`src/rtl/pid_pkg.sv`:
```
// rtl/pid_pkg.sv - shared accumulator type and clamp helper for the PID servo loop
package pid_pkg;

  localparam int PID_ACC_W = 20;

  typedef logic signed [PID_ACC_W-1:0] acc_t;

  function automatic int saturate(input int x, input int lo, input int hi);
    return (x > hi) ? hi : ((x < lo) ? lo : x);
  endfunction

endpackage

```
`src/rtl/pid_sat_map.sv`:
```
// rtl/pid_sat_map.sv - output stage: gain shift, neutral offset, duty clamp and saturation flags
module pid_sat_map
  import pid_pkg::*;
#(
  parameter int ACC_W      = PID_ACC_W,
  parameter int DUTY_W     = 9,
  parameter int GAIN_SHIFT = 2,
  parameter int DUTY_MIN   = 26,
  parameter int DUTY_MID   = 76,
  parameter int DUTY_MAX   = 126
) (
  input  logic signed [ACC_W+1:0] sum,
  output logic [DUTY_W-1:0]       duty,
  output logic                    sat_hi,
  output logic                    sat_lo
);

  int u;
  int raw;

  always_comb begin
    u      = int'(sum) >>> GAIN_SHIFT;
    raw    = DUTY_MID + u;
    sat_hi = (raw > DUTY_MAX);
    sat_lo = (raw < DUTY_MIN);
    duty   = DUTY_W'(saturate(raw, DUTY_MIN, DUTY_MAX));
  end

endmodule

```
`src/rtl/pid_servo_ctrl.sv`:
```
// rtl/pid_servo_ctrl.sv - pipelined PID servo loop, sample in to duty out in three cycles
// Define PID_DERIV_FILTER_EN to pass the derivative term through a first-order IIR.
module pid_servo_ctrl
  import pid_pkg::*;
#(
  parameter int MEAS_W      = 6,
  parameter int ACC_W       = PID_ACC_W,
  parameter int DUTY_W      = 9,
  parameter int KP          = 8,
  parameter int KI          = 1,
  parameter int KD          = 4,
  parameter int GAIN_SHIFT  = 2,
  parameter int I_LIM       = 400,
  parameter int DEADBAND    = 1,
  parameter int DUTY_MIN    = 26,
  parameter int DUTY_MID    = 76,
  parameter int DUTY_MAX    = 126,
  parameter int TIMEOUT_CYC = 10,
  parameter int DF_SHIFT    = 2
) (
  input  logic              clk_20Hz,
  input  logic              rst,
  input  logic              enable,
  input  logic [MEAS_W-1:0] setpoint,
  input  logic [MEAS_W-1:0] meas,
  input  logic              meas_valid,
  output logic [DUTY_W-1:0] duty,
  output logic              duty_valid,
  output logic              sat_hi,
  output logic              sat_lo,
  output logic              fault
);

  localparam int EW    = MEAS_W + 1;
  localparam int DW    = MEAS_W + 2;
  localparam int SW    = ACC_W + 2;
  localparam int CNT_W = $clog2(TIMEOUT_CYC + 1);

  if (DF_SHIFT < 0 || DF_SHIFT >= ACC_W || GAIN_SHIFT < 0) begin : g_param_check
    $error("pid_servo_ctrl: shift parameter out of range");
  end

  logic [CNT_W-1:0]        cnt_q, cnt_d;
  logic                    fault_q, fault_d;
  logic                    armed_q, armed_d;
  logic signed [EW-1:0]    e_prev_q, e_prev_d;
  logic                    v1_q, v1_d;
  logic signed [EW-1:0]    e1_q, e1_d;
  logic signed [DW-1:0]    de1_q, de1_d;
  logic                    v2_q, v2_d;
  logic signed [ACC_W-1:0] p2_q, p2_d;
  logic signed [ACC_W-1:0] d2_q, d2_d;
  logic signed [ACC_W-1:0] i_q, i_d;
  logic                    v3_q, v3_d;
  logic signed [SW-1:0]    s3_q, s3_d;
  logic [DUTY_W-1:0]       duty_q, duty_d;
  logic                    dv_q, dv_d;
  logic                    sat_hi_q, sat_hi_d;
  logic                    sat_lo_q, sat_lo_d;
`ifdef PID_DERIV_FILTER_EN
  logic signed [ACC_W-1:0] df_q, df_d;
  int                      df_in;
`endif

  logic              accept;
  logic              i_hold;
  logic [DUTY_W-1:0] map_duty;
  logic              map_hi;
  logic              map_lo;
  int                e_in, de_in, e2, p_in, d_raw, d_in, i_in, i_upd, s_in;

  assign accept = enable & meas_valid;

  // Datapath arithmetic runs in 32-bit int; the registers below hold the narrowed results.
  always_comb begin
    e_in = int'(setpoint) - int'(meas);
    if (e_in >= -DEADBAND && e_in <= DEADBAND) e_in = 0;
    de_in  = armed_q ? 0 : e_in - int'(e_prev_q);
    e2     = int'(e1_q);
    p_in   = KP * e2;
    d_raw  = KD * int'(de1_q);
    i_in   = int'(i_q);
    // Conditional integration: never push further into a rail the output is already on.
    i_hold = (e2 == 0) || (sat_hi_q && e2 > 0) || (sat_lo_q && e2 < 0);
    i_upd  = i_hold ? i_in : saturate(i_in + KI * e2, -I_LIM, I_LIM);
`ifdef PID_DERIV_FILTER_EN
    df_in  = int'(df_q) + ((d_raw - int'(df_q)) >>> DF_SHIFT);
    d_in   = df_in;
`else
    d_in   = d_raw;
`endif
    s_in   = int'(p2_q) + int'(i_q) + int'(d2_q);
  end

  pid_sat_map #(
    .ACC_W      (ACC_W),
    .DUTY_W     (DUTY_W),
    .GAIN_SHIFT (GAIN_SHIFT),
    .DUTY_MIN   (DUTY_MIN),
    .DUTY_MID   (DUTY_MID),
    .DUTY_MAX   (DUTY_MAX)
  ) u_sat_map (
    .sum    (s3_q),
    .duty   (map_duty),
    .sat_hi (map_hi),
    .sat_lo (map_lo)
  );

  always_comb begin
    cnt_d    = cnt_q;
    fault_d  = fault_q;
    armed_d  = armed_q;
    e_prev_d = e_prev_q;
    v1_d     = 1'b0;
    e1_d     = e1_q;
    de1_d    = de1_q;
    v2_d     = 1'b0;
    p2_d     = p2_q;
    d2_d     = d2_q;
    i_d      = i_q;
    v3_d     = 1'b0;
    s3_d     = s3_q;
    dv_d     = 1'b0;
    duty_d   = duty_q;
    sat_hi_d = sat_hi_q;
    sat_lo_d = sat_lo_q;
`ifdef PID_DERIV_FILTER_EN
    df_d     = df_q;
`endif
    if (!enable) begin
      i_d      = '0;
      duty_d   = DUTY_W'(DUTY_MID);
      sat_hi_d = 1'b0;
      sat_lo_d = 1'b0;
      armed_d  = 1'b1;
      cnt_d    = '0;
      fault_d  = 1'b0;
`ifdef PID_DERIV_FILTER_EN
      df_d     = '0;
`endif
    end else begin
      v1_d = accept;
      if (accept) begin
        e1_d     = EW'(e_in);
        de1_d    = DW'(de_in);
        e_prev_d = EW'(e_in);
        armed_d  = 1'b0;
      end
      v2_d = v1_q;
      if (v1_q) begin
        p2_d = ACC_W'(p_in);
        d2_d = ACC_W'(d_in);
        i_d  = ACC_W'(i_upd);
`ifdef PID_DERIV_FILTER_EN
        df_d = ACC_W'(df_in);
`endif
      end
      v3_d = v2_q;
      if (v2_q) s3_d = SW'(s_in);
      dv_d = v3_q;
      if (v3_q) begin
        duty_d   = map_duty;
        sat_hi_d = map_hi;
        sat_lo_d = map_lo;
      end
      // A sample arriving on the threshold cycle wins over the timeout.
      if (accept) begin
        cnt_d   = '0;
        fault_d = 1'b0;
      end else if (int'(cnt_q) >= TIMEOUT_CYC - 1) begin
        cnt_d    = CNT_W'(TIMEOUT_CYC);
        fault_d  = 1'b1;
        armed_d  = 1'b1;
        v2_d     = 1'b0;
        v3_d     = 1'b0;
        dv_d     = 1'b0;
        i_d      = '0;
        duty_d   = DUTY_W'(DUTY_MID);
        sat_hi_d = 1'b0;
        sat_lo_d = 1'b0;
`ifdef PID_DERIV_FILTER_EN
        df_d     = '0;
`endif
      end else begin
        cnt_d = cnt_q + CNT_W'(1);
      end
    end
  end

  always_ff @(posedge clk_20Hz) begin
    if (rst) begin
      cnt_q    <= '0;
      fault_q  <= 1'b0;
      armed_q  <= 1'b1;
      e_prev_q <= '0;
      v1_q     <= 1'b0;
      e1_q     <= '0;
      de1_q    <= '0;
      v2_q     <= 1'b0;
      p2_q     <= '0;
      d2_q     <= '0;
      i_q      <= '0;
      v3_q     <= 1'b0;
      s3_q     <= '0;
      duty_q   <= DUTY_W'(DUTY_MID);
      dv_q     <= 1'b0;
      sat_hi_q <= 1'b0;
      sat_lo_q <= 1'b0;
`ifdef PID_DERIV_FILTER_EN
      df_q     <= '0;
`endif
    end else begin
      cnt_q    <= cnt_d;
      fault_q  <= fault_d;
      armed_q  <= armed_d;
      e_prev_q <= e_prev_d;
      v1_q     <= v1_d;
      e1_q     <= e1_d;
      de1_q    <= de1_d;
      v2_q     <= v2_d;
      p2_q     <= p2_d;
      d2_q     <= d2_d;
      i_q      <= i_d;
      v3_q     <= v3_d;
      s3_q     <= s3_d;
      duty_q   <= duty_d;
      dv_q     <= dv_d;
      sat_hi_q <= sat_hi_d;
      sat_lo_q <= sat_lo_d;
`ifdef PID_DERIV_FILTER_EN
      df_q     <= df_d;
`endif
    end
  end

  assign duty       = duty_q;
  assign duty_valid = dv_q;
  assign sat_hi     = sat_hi_q;
  assign sat_lo     = sat_lo_q;
  assign fault      = fault_q;

endmodule

```
`config.mk`:
```
export PLATFORM = sky130hd
export DESIGN_NAME = pid_servo_ctrl
export DESIGN_NICKNAME = d
export VERILOG_FILES = /design/src/rtl/pid_pkg.sv /design/src/rtl/pid_sat_map.sv /design/src/rtl/pid_servo_ctrl.sv
export SDC_FILE = /design/constraint.sdc
export NUM_CORES = 1
export LEC_CHECK = 0
export BUFFER_PORTS_ARGS = -buffer_cell sky130_fd_sc_hd__clkbuf_2
export CORE_ASPECT_RATIO = 0.5
export CORE_MARGIN = 2
export CORE_UTILIZATION = 61
export CTS_CLUSTER_SIZE = 12
export DETAILED_ROUTE_END_ITERATION = 6
export GPL_TIMING_DRIVEN = 0
export PLACE_DENSITY = 0.75
export SYNTH_ARGS = -nofsm -noshare
export SYNTH_HDL_FRONTEND = slang
export SYNTH_SLANG_ARGS = --single-unit
export TNS_END_PERCENT = 30
```
`constraint.sdc`:
```
create_clock -name clk_20Hz -period 5.32 [get_ports clk_20Hz]
set_input_delay 0.532 -clock clk_20Hz [delete_from_list [all_inputs] [get_ports clk_20Hz]]
set_output_delay 0.532 -clock clk_20Hz [all_outputs]
set_load 0.01 [all_outputs]
```
==> impl_summary.md, run 1 <==
Outcome
The flow ran to the end, and the final reports show no timing, DRC or antenna violations.

Floorplanning
In this run the count of I/O pins placed on the die edge is 29. The area of the core is 10910 µm². The starting density of the core is 0.6231. The floorplan die height is 78.65 µm. The floorplan step defined a die boundary enclosing 12060 µm².

Row generation in the floorplan step produced 27 rows. Measured along the x axis, the die boundary spans 153.3 µm.

Global routing
The pin count of the biggest net entering global routing is 19. The global route total overflow is 0. Across every metal layer, demand over resource in global routing totals 0.2695. The via count of the first global-routing pass is 5504. The wire length of the first global-routing pass is 26340 µm. The number of antenna violations at the first check in global routing is 0.

Final layout
The repair_antennas step left the layout with diodes totalling 0. Compared with the post-synthesis result, the final layout area differs by 9.201%. Counting the fill cells in the layout gives 939. Once layout is complete, the cells apart from fillers number 1031. In the final design database the tool counted 975 nets. The layout cell share with drive strength beyond 1 is 0.09142.

Place
The half-perimeter wire length of the detailed placement result is 12500 µm. The port buffer count is 27. The global placer's final weighted congestion is 0.9088.

The cell total after placement is 1015.

Power and ir drop
The design draws 1.658 mW. Of the total power, registers draw 0.429. The power density over cell area is 223.4 nW/µm². For this design the static power due to leakage is 3.079 nW. The combinational share of power is 0.173. The net load switching power is 0.4777 mW. The internal power of the cells totals 1.181 mW. The switching power as a share of total power is 0.2881. The share of total power in the clock network is 0.397. The maximum resistive drop on vdd is 0.1785 mV.

Synthesis
The count of unique library cells instantiated by Yosys is 79. In the synthesized netlist the dominant register cell turns out to be sky130_fd_sc_hd__dfxtp_1. The cell taking the most area after synthesis is sky130_fd_sc_hd__dfxtp_1. Summing every instance area after synthesis gives 6799 µm².

The cell count after synthesis came out at 843. The synthesized design contains 91 register bits. Yosys attributes the largest share of cell area to sky130_fd_sc_hd__dfxtp_1, sky130_fd_sc_hd__ha_1, sky130_fd_sc_hd__fa_1. Each instance of the synthesized netlist takes up on average 8.065 µm². The fraction of post-synthesis cell area in the top cell type by area is 0.2679. For this run, asynchronously set or reset flops after synthesis account for 0. For this run, the number of Yosys warnings is 0. The count of flip-flops with a built-in enable after synthesis is 0. For this run, the register share of the synthesized area comes to 0.2679. Synthesis produced a netlist with a net count of 937.

Timing
The normalized max-slew margin is 0.4491. Setup repair after global routing left no endpoint under its margin. The final setup TNS is 0 ps.

The upper clock frequency limit is 229.8 MHz. The final-report setup violation count is 0. The number of slew-limit violations in the final report is 0. At the pin with the least slew margin, the transition time is 825.2 ps. The final worst-path cycle share is 0.8180. The final number of hold-violating endpoints is 0. The post-layout minimum cycle time is 4352 ps.

The worst clock skew on the final layout is 10.28 ps.

Clocking
The H-tree was split into 3 levels. The number of hold buffers added after cts is 0. The clock root buffer is sky130_fd_sc_hd__clkbuf_16. The number of post-CTS setup repair buffers is 0. The maximum clock insertion buffer count is 2.

The later-pin clock latency in the skew report is 350 ps. The TritonCTS buffer count is 9. The CTS clock-pin slew for the worst setup and hold paths is 70 ps.

TritonCTS built the clock tree. The clock drives 91 sinks. After clock tree synthesis, the repair step resized 0 gates.

Worst setup path
STA classifies the critical path endpoint as a flip-flop. The critical-path maximum fanout is 3. In this run the worst setup path begins at setpoint[0]. The launch point of the worst reg-to-reg path is e1_q[6].

Counting stages on the worst path, the most repeated cell is sky130_fd_sc_hd__a21o_1. The worst stage delay on the critical path is 540 ps. The nature of the critical path startpoint is an input port. The worst register-to-register path has a setup slack of 1530 ps. The slowest stage of the critical path is the sky130_fd_sc_hd__or4_1 cell.

The number of buffers and inverters on the critical path is 3. Traced cell by cell, the critical path runs through clkbuf_2 > inv_1 > ha_1 > fa_1 > nor2b_1 > o21ai_0 > nand2b_1 > a21o_1 > a21oi_1 > or4_1 > o21ai_0 > or2_2 > ha_1 > inv_1 > fa_1 > a21o_1 > a21o_1 > a21o_1 > a21oi_1 > xnor2_1 > a22oi_1 > nor2_1. At the worst endpoint, the arrival time is 4560 ps. On the critical path the largest part of the delay comes from compound AO/OA/AOI/OAI gates. At the worst endpoint, the required time is 5530 ps.

The critical path in this run is classified as input port to flip-flop.

Flow run
Across the run, the number of max-cap violations was 0.

Route
Across all layers, the routed design uses 6087 vias. Before antenna repair, the detailed router went through 5 iterations. The final wirelength is 15900 µm. In the final routed layout, each cell accounts on average for 15.42 µm. For this run, design rule violations remaining after detail routing come to 0. The routed via count divided by cell count is 5.904. The detail route stage leaves a number of antenna-violating nets equal to 0. The detailed router finished its first iteration with 491 violations.

Hold path
The startpoint of the tightest hold check path is meas_valid. The class of the most critical hold timing path is input port to flip-flop.
metrics by stage:
step / cell area, µm² / hold slack [ps] / util / worst slack [ps]
floorplan: 6799 / 432.1 / - / 1285
global placement: 7116 / 442.3 / 0.6521 / 809.5
detailed placement: 7116 / 451.3 / 0.6521 / 732.6
CTS: 7425 / 412.9 / 0.6804 / 1061
global route: 7425 / 439.0 / 0.6804 / 731.9
finish: 7425 / 423.4 / 0.6804 / 968.4
final timing paths:
| kind | to | cells after the start |
|---|---|---|
| max reg2reg | i_q[4] | 10 |
| min | cnt_q[2] | 2 |
| min reg2reg | de1_q[7] | 2 |
| max | de1_q[6] | 22 |
cells by family (layout without fill, tap and decap cells):
group                      count (synthesis)  count (layout)  synth area share
adders and majority gates                 78              78            0.1667
and+or+nand+nor                          325             325            0.2372
buffers and inverters                     77             120           0.04729
xor gates and xnor gates                  31              31           0.04104
AOI/OAI and AO/OA                        238             238            0.2354
muxes                                      3               3          0.004417
DFF                                       91              91            0.2679
power by group through the flow:
stage                     registers [mW]  logic (mW)  clock network (mW)
final                              0.712       0.288               0.659
after global routing               0.713       0.322               0.697
after CTS                          0.711       0.285               0.668
after detailed placement           0.727       0.282                   0
after global placement             0.726       0.274                   0
after floorplan                    0.719       0.221                   0
synthesized netlist by cell type (8+ instances only):
| library cell | n |
|---|---|
| sky130_fd_sc_hd__nor2_1 | 78 |
| sky130_fd_sc_hd__inv_1 | 42 |
| sky130_fd_sc_hd__a21o_1 | 19 |
| sky130_fd_sc_hd__a21oi_1 | 79 |
| sky130_fd_sc_hd__xnor2_1 | 12 |
| sky130_fd_sc_hd__nor2b_1 | 12 |
| sky130_fd_sc_hd__or3_1 | 8 |
| sky130_fd_sc_hd__clkbuf_1 | 28 |
| sky130_fd_sc_hd__ha_1 | 57 |
| sky130_fd_sc_hd__nand2_1 | 100 |
| sky130_fd_sc_hd__nand3_1 | 24 |
| sky130_fd_sc_hd__xor2_1 | 18 |
| sky130_fd_sc_hd__and2_1 | 17 |
| sky130_fd_sc_hd__o21a_1 | 18 |
| sky130_fd_sc_hd__o21ai_0 | 35 |
| sky130_fd_sc_hd__o211ai_1 | 9 |
| sky130_fd_sc_hd__fa_1 | 21 |
| sky130_fd_sc_hd__nand4_1 | 8 |
| sky130_fd_sc_hd__or2_2 | 8 |
| sky130_fd_sc_hd__nor3_1 | 22 |
| sky130_fd_sc_hd__a31oi_1 | 9 |
| sky130_fd_sc_hd__dfxtp_1 | 91 |
metal layers:
metal | GRT usage | part of all wire | vias to the layer above
li1 | - | - | 3091
met1 | 0.3889 | 0.51 | 2811
met3 | 0.05743 | 0.076 | 15
met4 | 0.06574 | 0.010 | 0
met2 | 0.4112 | 0.41 | 170
met5 | 0 | 0 | -
worst register-to-register path, cell delays in order, from the launching register on:
cell	delay, ps
sky130_fd_sc_hd__dfxtp_1	860
sky130_fd_sc_hd__ha_1	420
sky130_fd_sc_hd__a21o_1	230
sky130_fd_sc_hd__a211o_1	340
sky130_fd_sc_hd__a311oi_4	400
sky130_fd_sc_hd__o21ai_1	160
sky130_fd_sc_hd__a211oi_1	230
sky130_fd_sc_hd__o2111ai_1	180
sky130_fd_sc_hd__nor4_2	430
sky130_fd_sc_hd__nand3_2	210
sky130_fd_sc_hd__o21a_1	220
cells in the final DEF (no fill, tap or decap), drive strengths merged, types with 6 or more instances in the layout:
| cell | instances |
|---|---|
| o21a | 18 |
| ha | 57 |
| or2 | 8 |
| xnor2 | 13 |
| o211ai | 11 |
| a21o | 20 |
| o21ai | 44 |
| a211oi | 9 |
| and2 | 18 |
| xor2 | 18 |
| a31oi | 10 |
| nor3b | 7 |
| nor3 | 23 |
| nor2 | 79 |
| a21oi | 79 |
| or3 | 9 |
| nand4 | 9 |
| clkbuf | 64 |
| dfxtp | 91 |
| inv | 46 |
| nand2 | 100 |
| nand2b | 6 |
| and3 | 7 |
| a22oi | 7 |
| buf | 6 |
| nor2b | 13 |
| nand3 | 25 |
| fa | 21 |
layout make-up:
type                    count  area, µm²  share of cell area
flip-flops and latches     91       1822              0.2454
clock buffers               9      225.2             0.03033
repair buffers             27      135.1             0.01820
inverters                  43      161.4             0.02174
clock inverters             7      83.83             0.01129
well taps                 145      181.4             0.02444
plain buffers              34      160.2             0.02157
multi-input cells         675       4656              0.6271
flip-flops by register name, indices dropped and copies added, names as in the netlist:
| name | flops |
|---|---|
| armed_q | 1 |
| d2_q | 8 |
| fault | 1 |
| duty | 9 |
| cnt_q | 4 |
| sat_lo | 1 |
| v3_q | 1 |
| s3_q | 20 |
| v2_q | 1 |
| duty_valid | 1 |
| de1_q | 8 |
| e1_q | 7 |
| p2_q | 7 |
| i_q | 20 |
| v1_q | 1 |
| sat_hi | 1 |
No activity file was read; power rests on OpenSTA's default activity.
==> run 2, diff against run 1 <==
--- a/config.mk
+++ b/config.mk
@@ -5,14 +5,15 @@
 export SDC_FILE = /design/constraint.sdc
 export NUM_CORES = 1
 export LEC_CHECK = 0
+export ABC_AREA = 1
 export BUFFER_PORTS_ARGS = -buffer_cell sky130_fd_sc_hd__clkbuf_2
 export CORE_ASPECT_RATIO = 0.5
 export CORE_MARGIN = 2
-export CORE_UTILIZATION = 61
+export CORE_UTILIZATION = 57
 export CTS_CLUSTER_SIZE = 12
 export DETAILED_ROUTE_END_ITERATION = 6
 export GPL_TIMING_DRIVEN = 0
-export PLACE_DENSITY = 0.75
+export PLACE_DENSITY = 0.73
 export SYNTH_ARGS = -nofsm -noshare
 export SYNTH_HDL_FRONTEND = slang
 export SYNTH_SLANG_ARGS = --single-unit
==> constraint.sdc (replaced) <==
create_clock -name clk_20Hz -period 3.6 [get_ports clk_20Hz]
set_input_delay 0.36 -clock clk_20Hz [delete_from_list [all_inputs] [get_ports clk_20Hz]]
set_output_delay 0.36 -clock clk_20Hz [all_outputs]
set_load 0.01 [all_outputs]
==> run 2 against run 1 <==
First-iteration DRC count increased by 11%. Synthesized cell count increased by 32%. Setup slack got worse by 810 ps. Clock skew decreased by 4.5 ps. Flip-flop and latch count unchanged. Critical endpoint unchanged. Largest cell class unchanged. Largest power group unchanged.
==> impl_summary.md, run 2 <==
Worst setup path
The most critical setup path has its endpoint at de1_q[6]. The critical path crosses 24 cells after its start point. The kind of end point of the critical path is a flip-flop. STA classifies the critical path startpoint as an input port. The origin of the worst setup path is setpoint[0]. For flop-to-flop paths, the worst setup slack is 330 ps. Together, buffers and inverters on the worst path number 3.

The number of cells on the worst reg-to-reg path is 14. The largest single stage delay on the critical path is 370 ps. The startpoint identified for the worst register-to-register timing path is i_q[3]. The cell family contributing the most delay on the critical path is simple AND/OR/NAND/NOR gates.

Data arrives at the worst endpoint at 3710 ps. Along the worst path, the maximum fanout reaches 5. The data required time of the worst path is 3870 ps.

In this run the critical register-to-register path is captured at s3_q[17]. The slowest stage of the critical path belongs to the cell sky130_fd_sc_hd__fa_2. Among the stages of the critical path, the cell type that occurs most often is sky130_fd_sc_hd__nor2_1.

Traced cell by cell, the critical path runs through buf_6 > inv_4 > ha_4 > fa_2 > nand3b_1 > nand2_2 > a21oi_2 > o21bai_1 > nand3_1 > o21ai_2 > or2_4 > ha_4 > inv_4 > fa_2 > a21oi_2 > nor2_1 > nor2_1 > nor2_1 > nor2_1 > nor2_1 > nor2_1 > xor2_1 > nand2_1 > a21oi_2. The critical path in this run is classified as input port to flip-flop.

Global routing
Entering global routing, the biggest net connects 17 pins. The wire length of the first global-routing pass is 30030 µm. The busiest layer in global routing is met2. The total overflow left after global routing is 0. The number of antenna violations at the first check in global routing came to 0.

In the global route stage, met1 resource usage came out at 0.4030. The global routing met2 resource utilization is 0.4106. The fraction of met3 tracks used by global routing is 0.06344. The total global routing track utilization is 0.2727. The via count of the first global-routing pass is 6392.

Route
The total via count in the routed design is 7093. Once detail routing completed, the nets flagged for antenna violations numbered 0. The routed via count divided by cell count is 5.361.

For this block, the initial DRC count from the detailed router was 544. For this run, the detailed router's first-pass iteration total came to 5. The final routed DRC violation total is 0. The final wirelength is 17960 µm.

The detailed-route wire length per cell is 13.58 µm.

Hold path
The tightest min-delay check is of the input port to flip-flop type.

Clocking
The TritonCTS buffer count is 9. The clock root buffer is sky130_fd_sc_hd__clkbuf_16. The H-tree was split into 3 levels.

The number of hold buffers added after cts is 0. At the later pin of the worst-skew pair, clock insertion delay measures 340 ps. TritonCTS built the clock tree. The clock drives 91 sinks.

The longest clock path from root to sink contains 2 buffers. After clock tree synthesis, the clock-pin slew on the worst setup and hold paths is 60 ps.

Synthesis
By count the netlist is led by sky130_fd_sc_hd__nand2_1, sky130_fd_sc_hd__inv_1, sky130_fd_sc_hd__nor2_1. Summed over all instances, the cell type with the most area after synthesis is sky130_fd_sc_hd__dfxtp_1. The netlist area before placement is 7183 µm². Yosys mapped a number of flops with a built-in enable equal to 0. The synthesis warning total is 0. Synthesis inferred 91 register bits. The main flop type after synthesis is sky130_fd_sc_hd__dfxtp_1.

The async set or reset register ratio after synthesis is 0. The fraction of post-synthesis cell area in the top cell type by area is 0.2536. The number of nets produced by synthesis is 1205. Counting every instance in the synthesized netlist gives 1111. The most common cell in the synthesized netlist is sky130_fd_sc_hd__nand2_1. Dividing the synthesized area by the synthesized cell count gives 6.465 µm².

In the post-synthesis netlist, the biggest area contributors are sky130_fd_sc_hd__dfxtp_1, sky130_fd_sc_hd__nand2_1, sky130_fd_sc_hd__ha_1. The sequential element share of the synthesized area is 0.2536. The count of unique library cells instantiated by Yosys is 38.

Final layout
The net count of the finished layout is 1247. Compared with the post-synthesis result, the final layout area differs by 10.75%. The final core area utilization is 0.6601. The number of antenna diodes in the final layout is 0. The finished layout holds 1323 standard cells, fillers aside. After routing the design area is 7955 µm². The most common cell after layout, fill and taps aside is sky130_fd_sc_hd__nand2_1. The top cell types in the final layout, fill and taps aside, are sky130_fd_sc_hd__nand2_1, sky130_fd_sc_hd__inv_1, sky130_fd_sc_hd__nor2_1. The layout cell share with drive strength beyond 1 is 0.07168.

Floorplanning
The width of the die is 162.8 µm. The area of the core is 12050 µm². The floorplan die height is 83.38 µm. The cell row count is 28. The area of the die is 13570 µm². For this configuration, the core starts out at a cell density of 0.5960. 29 I/O pins were placed.

Timing
The worst clock skew on the final layout is 5.819 ps. The number of slew-limit violations in the final report is 0. The final critical-path setup slack is 159.2 ps.

The final worst-path cycle share is 0.9558. The worst path needs 3441 ps of the cycle, external delays included. Setup violations remaining at the end of the flow were counted as 0. Based on the critical path, the design can be clocked at up to 290.6 MHz. In this run the tightest slew margin relative to its limit is 0.4408. The tightest hold path in the finished design has a slack of 410.8 ps.

The pin slew with the least headroom to its limit is 837.7 ps. The final number of hold-violating endpoints was 0. Setup repair after global routing could not meet its margin everywhere.

Flow run
The tool flagged a number of max-cap violations equal to 0.

Place
Once placement completed, the tool counted placed cells totaling 1303. Detailed placement ended at an HPWL of 14470 µm. The worst setup slack before clock tree synthesis is -336.1 ps.

At the end of routability-driven placement, the weighted congestion stood at 0.9093. The post-place instance area is 7525 µm². Port buffering added 27 buffers.

Power and ir drop
Summed over all cells, the static leakage comes to 4.094 nW. The fraction of power consumed by sequential logic is 0.415. The cell-internal power is 1.818 mW.

The share of total power dissipated in combinational logic is 0.192. The switching power as a share of total power is 0.2874. The maximum resistive drop on vdd is 0.2304 mV.

For this design the total switching power over the nets is 0.7332 mW. The share of total power in the clock network is 0.393. The power density over cell area is 320.7 nW/µm².

Outcome
The run finished with clean final reports.
[run 2: changes by cell type after synthesis, moves of 16 or more]
| cell | delta |
|---|---|
| sky130_fd_sc_hd__nand2_1 | +204 |
| sky130_fd_sc_hd__inv_1 | +130 |
| sky130_fd_sc_hd__nand3_1 | +36 |
| sky130_fd_sc_hd__nor2_1 | +27 |
| sky130_fd_sc_hd__o21ai_0 | +23 |
| sky130_fd_sc_hd__a21oi_1 | +20 |
| sky130_fd_sc_hd__o21a_1 | -18 |
| sky130_fd_sc_hd__a21o_1 | -16 |
[run 2: per-stage QoR]
| stage | TNS (ps) | power (mW) |
|---|---|---|
| 3_5_place_dp | -552.6 | 1.528 |
| 2_1_floorplan | 0 | 1.415 |
| 4_1_cts | 0 | 2.520 |
| 5_1_grt | -164.2 | 2.672 |
| 3_3_place_gp | -308.1 | 1.517 |
| 6_report | 0 | 2.552 |
[run 2: worst min-delay path by stage]
stage / to / from / slack (ps) / cells after the start
final: armed_q / enable / 410 / 4
after global routing: armed_q / enable / 440 / 4
after CTS: armed_q / enable / 410 / 4
after detailed placement: v3_q / v2_q / 440 / 2
after global placement: v3_q / v2_q / 420 / 2
after floorplan: v3_q / v2_q / 410 / 2
[run 2: final cells by class]
| type | instances | area [µm²] |
|---|---|---|
| multi-input combinational | 827 | 4701 |
| sequential | 91 | 1822 |
| fill | 1133 | 4096 |
| clock buffer | 10 | 229.0 |
| inverter | 174 | 658.1 |
| clock inverter | 6 | 88.84 |
| buffer | 19 | 72.57 |
| tap | 165 | 206.4 |
| timing repair buffer | 31 | 177.7 |
[run 2: worst reg2reg max path, delay by kind of cell, from the launching register on]
| kind | cells | cell delay, ps |
|---|---|---|
| buf+inv | 2 | 130 |
| xor+xnor | 1 | 120 |
| compound gates | 4 | 840 |
| simple gates | 4 | 570 |
| flops | 1 | 380 |
| fa+ha+maj | 3 | 1120 |
[run 2: routing by layer]
layer / up-vias / part of all wire / wire (µm)
li1: 3656 / - / -
met3: 13 / 0.069 / 1239
met2: 182 / 0.41 / 7429
met1: 3242 / 0.51 / 9140
met4: 0 / 0.0084 / 150
met5: - / 0 / 0
[run 2: cells by family after synthesis]
kind of cell | synth area share
buffers and inverters | 0.1010
xor gates and xnor gates | 0.02926
DFF | 0.2536
and+or+nand+nor | 0.3149
adders and majority gates | 0.1578
AOI/OAI and AO/OA | 0.1434
[run 2: power by group through the flow]
stage | logic, mW | clock network [mW] | registers, mW
after floorplan | 0.345 | 0 | 1.07
after global placement | 0.438 | 0 | 1.08
after detailed placement | 0.448 | 0 | 1.08
after CTS | 0.456 | 1.01 | 1.06
after global routing | 0.557 | 1.05 | 1.06
final | 0.490 | 1.00 | 1.06
[run 2: what timing repair did]
action                                  CTS  global route
pin swaps                                 0            19
setup buffers                             0             4
resized for setup                         1            23
cloned                                    0             0
endpoints found under the setup margin    1             3
==> run 3, diff against run 2 <==
--- a/config.mk
+++ b/config.mk
@@ -6,14 +6,14 @@
 export NUM_CORES = 1
 export LEC_CHECK = 0
 export ABC_AREA = 1
-export BUFFER_PORTS_ARGS = -buffer_cell sky130_fd_sc_hd__clkbuf_2
-export CORE_ASPECT_RATIO = 0.5
+export BUFFER_PORTS_ARGS = -buffer_cell sky130_fd_sc_hd__buf_2
 export CORE_MARGIN = 2
-export CORE_UTILIZATION = 57
+export CORE_UTILIZATION = 59
+export CTS_BUF_LIST = sky130_fd_sc_hd__clkbuf_4
 export CTS_CLUSTER_SIZE = 12
 export DETAILED_ROUTE_END_ITERATION = 6
 export GPL_TIMING_DRIVEN = 0
-export PLACE_DENSITY = 0.73
+export PLACE_DENSITY = 0.76
 export SYNTH_ARGS = -nofsm -noshare
 export SYNTH_HDL_FRONTEND = slang
 export SYNTH_SLANG_ARGS = --single-unit
==> run 3 against run 2 <==
Design area shrank 3.6%. Register-to-register slack gained 130 ps. Cell count shrank 1.4%. Core utilization shrank 1.9 points. Setup slack gained 94 ps. Sequential share of layout area grew 0.87 points. Clock power shrank 48%. Combinational power shrank 6.9%.
==> impl_summary.md, run 3 (synthesis results as in run 2) <==
Outcome
The run finished with clean final reports.

Power and ir drop
Of the total power, the share spent switching nets is 0.3326. The power density over cell area is 264.9 nW/µm². Cell internal power was estimated by the tool at 1.356 mW. The share of total power in the clock network is 0.255. Summed over all nets, the switching power comes to 0.6756 mW. The fraction of power consumed by sequential logic is 0.521. Of the total power, combinational logic draws 0.224. The maximum resistive drop on vdd is 0.2748 mV. The leakage power of the design is 4.011 nW.

Timing
The normalized max-slew margin is 0.4628. The final critical-path setup slack is 252.9 ps. The final-report setup violation count is 0. The pin slew with the least headroom to its limit is 804.7 ps. The final number of hold-violating endpoints is 0. The worst clock skew on the final layout is 25.37 ps. The number of slew-limit violations in the final report was 0. The post-layout minimum cycle time is 3347 ps. The upper clock frequency limit is 298.8 MHz. Dividing the final minimum period by the clock period gives 0.9298.

Final layout
The finished layout holds 1305 standard cells, fillers aside. The library cell used most frequently in the layout, excluding fill and tap cells, is sky130_fd_sc_hd__nand2_1. At the end of the flow, the number of nets in the layout was 1247. The synthesis-to-finish area growth is 6.776%. In the final layout, the share of cells above drive strength 1 is 0.06304. The top cell types in the final layout, fill and taps aside, are sky130_fd_sc_hd__nand2_1, sky130_fd_sc_hd__inv_1, sky130_fd_sc_hd__nor2_1. The number of antenna repair diodes is 0.

Clocking
The number of levels the H-tree was split into is 3. The clock net sink count is 91. The clock tree from TritonCTS is yes. The maximum clock insertion buffer count is 2. The TritonCTS buffer count is 9. The root buffer cell chosen for the clock tree is sky130_fd_sc_hd__clkbuf_4. After clock tree synthesis, the clock-pin slew on the worst setup and hold paths is 150 ps. Clock latency on the worst-skew pair, taken at its later pin, is 450 ps.

Place
The congestion estimate from routability-driven global placement came to 0.9322. The port buffer count is 27. The half-perimeter wire length of the detailed placement result is 13910 µm.

At the placement stage, the worst setup path has a slack of -300.6 ps. The cell total after placement is 1285.

Flow run
Across the run, the number of max-cap violations was 0.

Worst setup path
The setup path with the least slack is of type input port to flip-flop. At the worst endpoint, the arrival time is 3740 ps. STA classifies the critical path startpoint as an input port.

STA classifies the critical path endpoint as a flip-flop. The data required time of the worst path is 4000 ps. The critical-path maximum fanout is 4. For the worst flop-to-flop path, the logic depth is 14.

Hold path
The class of the most critical hold timing path is input port to flip-flop. Along the worst hold path, the cell count comes to 4.

Route
The total via count in the routed design is 6990. After detailed routing, the number of vias per cell comes to 5.356. The detailed-route wire length per cell is 13.01 µm.

Summed over all layers, the routed wires come to 16970 µm. In the routed design, unresolved DRC markers number 0. The first-pass iteration count of the detailed router is 5.

The number of antenna-violating nets in the routed design is 0. The count of routing violations after the opening detailed-route iteration is 521.

Floorplanning
The area of the core is 11960 µm². The floorplan die height is 114.3 µm. The starting density of the core is 0.6005. Pin placement for this block handled 29 I/O pins. After floorplanning, the core was divided into 40 placement rows. The width of the die is 114.3 µm.

The area of the die is 13070 µm².

Global routing
The number of antenna violations at the first check in global routing came to 0. Entering global routing, the biggest net connects 17 pins. For this run, the total global-route usage over all layers was measured as 0.2668. The via count of the first global-routing pass is 6188. The global route total overflow is 0. The first global-routing pass estimated 28310 µm of wire.
-- run 3: changes by cell type in the layout (fill, tap and decap cells not counted), sizes merged --
cell / delta
clkbuf: -25
clkinvlp: -1
buf: +25
bufinv: -2
clkinv: +2
inv: +1
-- run 3: metrics by stage --
step	util	hold WS (ps)	TNS (ps)	power, mW	cell area, µm²
after CTS	0.6376	258.0	0	2.034	7626
after global routing	0.6412	305.0	-61.93	2.153	7670
after global placement	0.6272	417.5	-277.6	1.515	7502
final	0.6412	284.1	0	2.032	7670
after detailed placement	0.6272	422.8	-418.3	1.523	7502
after floorplan	-	413.7	0	1.415	7183
-- run 3: cell type report --
cell class,count,area [µm²]
flip-flops and latches,91,1823
inverters,174,653.1
plain buffers,19,72.57
repair buffers,31,165.2
clock inverters,6,48.80
fillers,1127,4292
clock buffers,10,75.07
multi-input cells,827,4648
well taps,147,183.9
-- run 3: routing by layer --
metal  vias to the layer above  track usage  wire, µm
met5                         -            0         0
li1                       3685            -         -
met3                        21      0.04711       673
met1                      3156       0.3700      8393
met4                         0      0.05285       229
met2                       128       0.4393      7676
-- run 3: worst max-delay path, cell delays in order --
cell and delay [ps]:
sky130_fd_sc_hd__buf_2 70, sky130_fd_sc_hd__inv_1 30, sky130_fd_sc_hd__ha_1 210, sky130_fd_sc_hd__fa_1 390, sky130_fd_sc_hd__xnor2_1 200, sky130_fd_sc_hd__inv_1 90, sky130_fd_sc_hd__nor3_2 180, sky130_fd_sc_hd__nand2_1 70
sky130_fd_sc_hd__nor3_1 140, sky130_fd_sc_hd__nand2_1 120, sky130_fd_sc_hd__o21ai_2 120, sky130_fd_sc_hd__or2_2 150, sky130_fd_sc_hd__ha_1 160, sky130_fd_sc_hd__inv_1 60, sky130_fd_sc_hd__fa_1 390, sky130_fd_sc_hd__a21oi_1 160
sky130_fd_sc_hd__nor2_1 50, sky130_fd_sc_hd__nor2_1 120, sky130_fd_sc_hd__nor2_1 70, sky130_fd_sc_hd__nor2_1 80, sky130_fd_sc_hd__nor2_1 40, sky130_fd_sc_hd__nor2_1 100, sky130_fd_sc_hd__xor2_1 170, sky130_fd_sc_hd__nand2_1 60
sky130_fd_sc_hd__a21oi_1 130
-- run 3: timing repair --
action | 4_1_cts | 5_1_grt
endpoints found under the setup margin | 0 | 2
gates resized for setup | 0 | 5
hold endpoints to repair | 0 | 0
setup buffers | 0 | 4
hold buffers | 0 | 0
-- run 3: worst paths after layout --
check	startpoint	to	slack [ps]
setup reg to reg	p2_q[3]	s3_q[17]	460
hold reg to reg	v2_q	v3_q	450
setup / recovery	setpoint[0]	de1_q[6]	250
hold / removal	enable	armed_q	280
-- run 3: power groups by stage --
stage / registers, mW / logic (mW) / clock network [mW]
finish: 1.06 / 0.456 / 0.518
global route: 1.06 / 0.523 / 0.569
CTS: 1.06 / 0.446 / 0.531
detailed placement: 1.08 / 0.444 / 0
global placement: 1.08 / 0.436 / 0
floorplan: 1.07 / 0.345 / 0
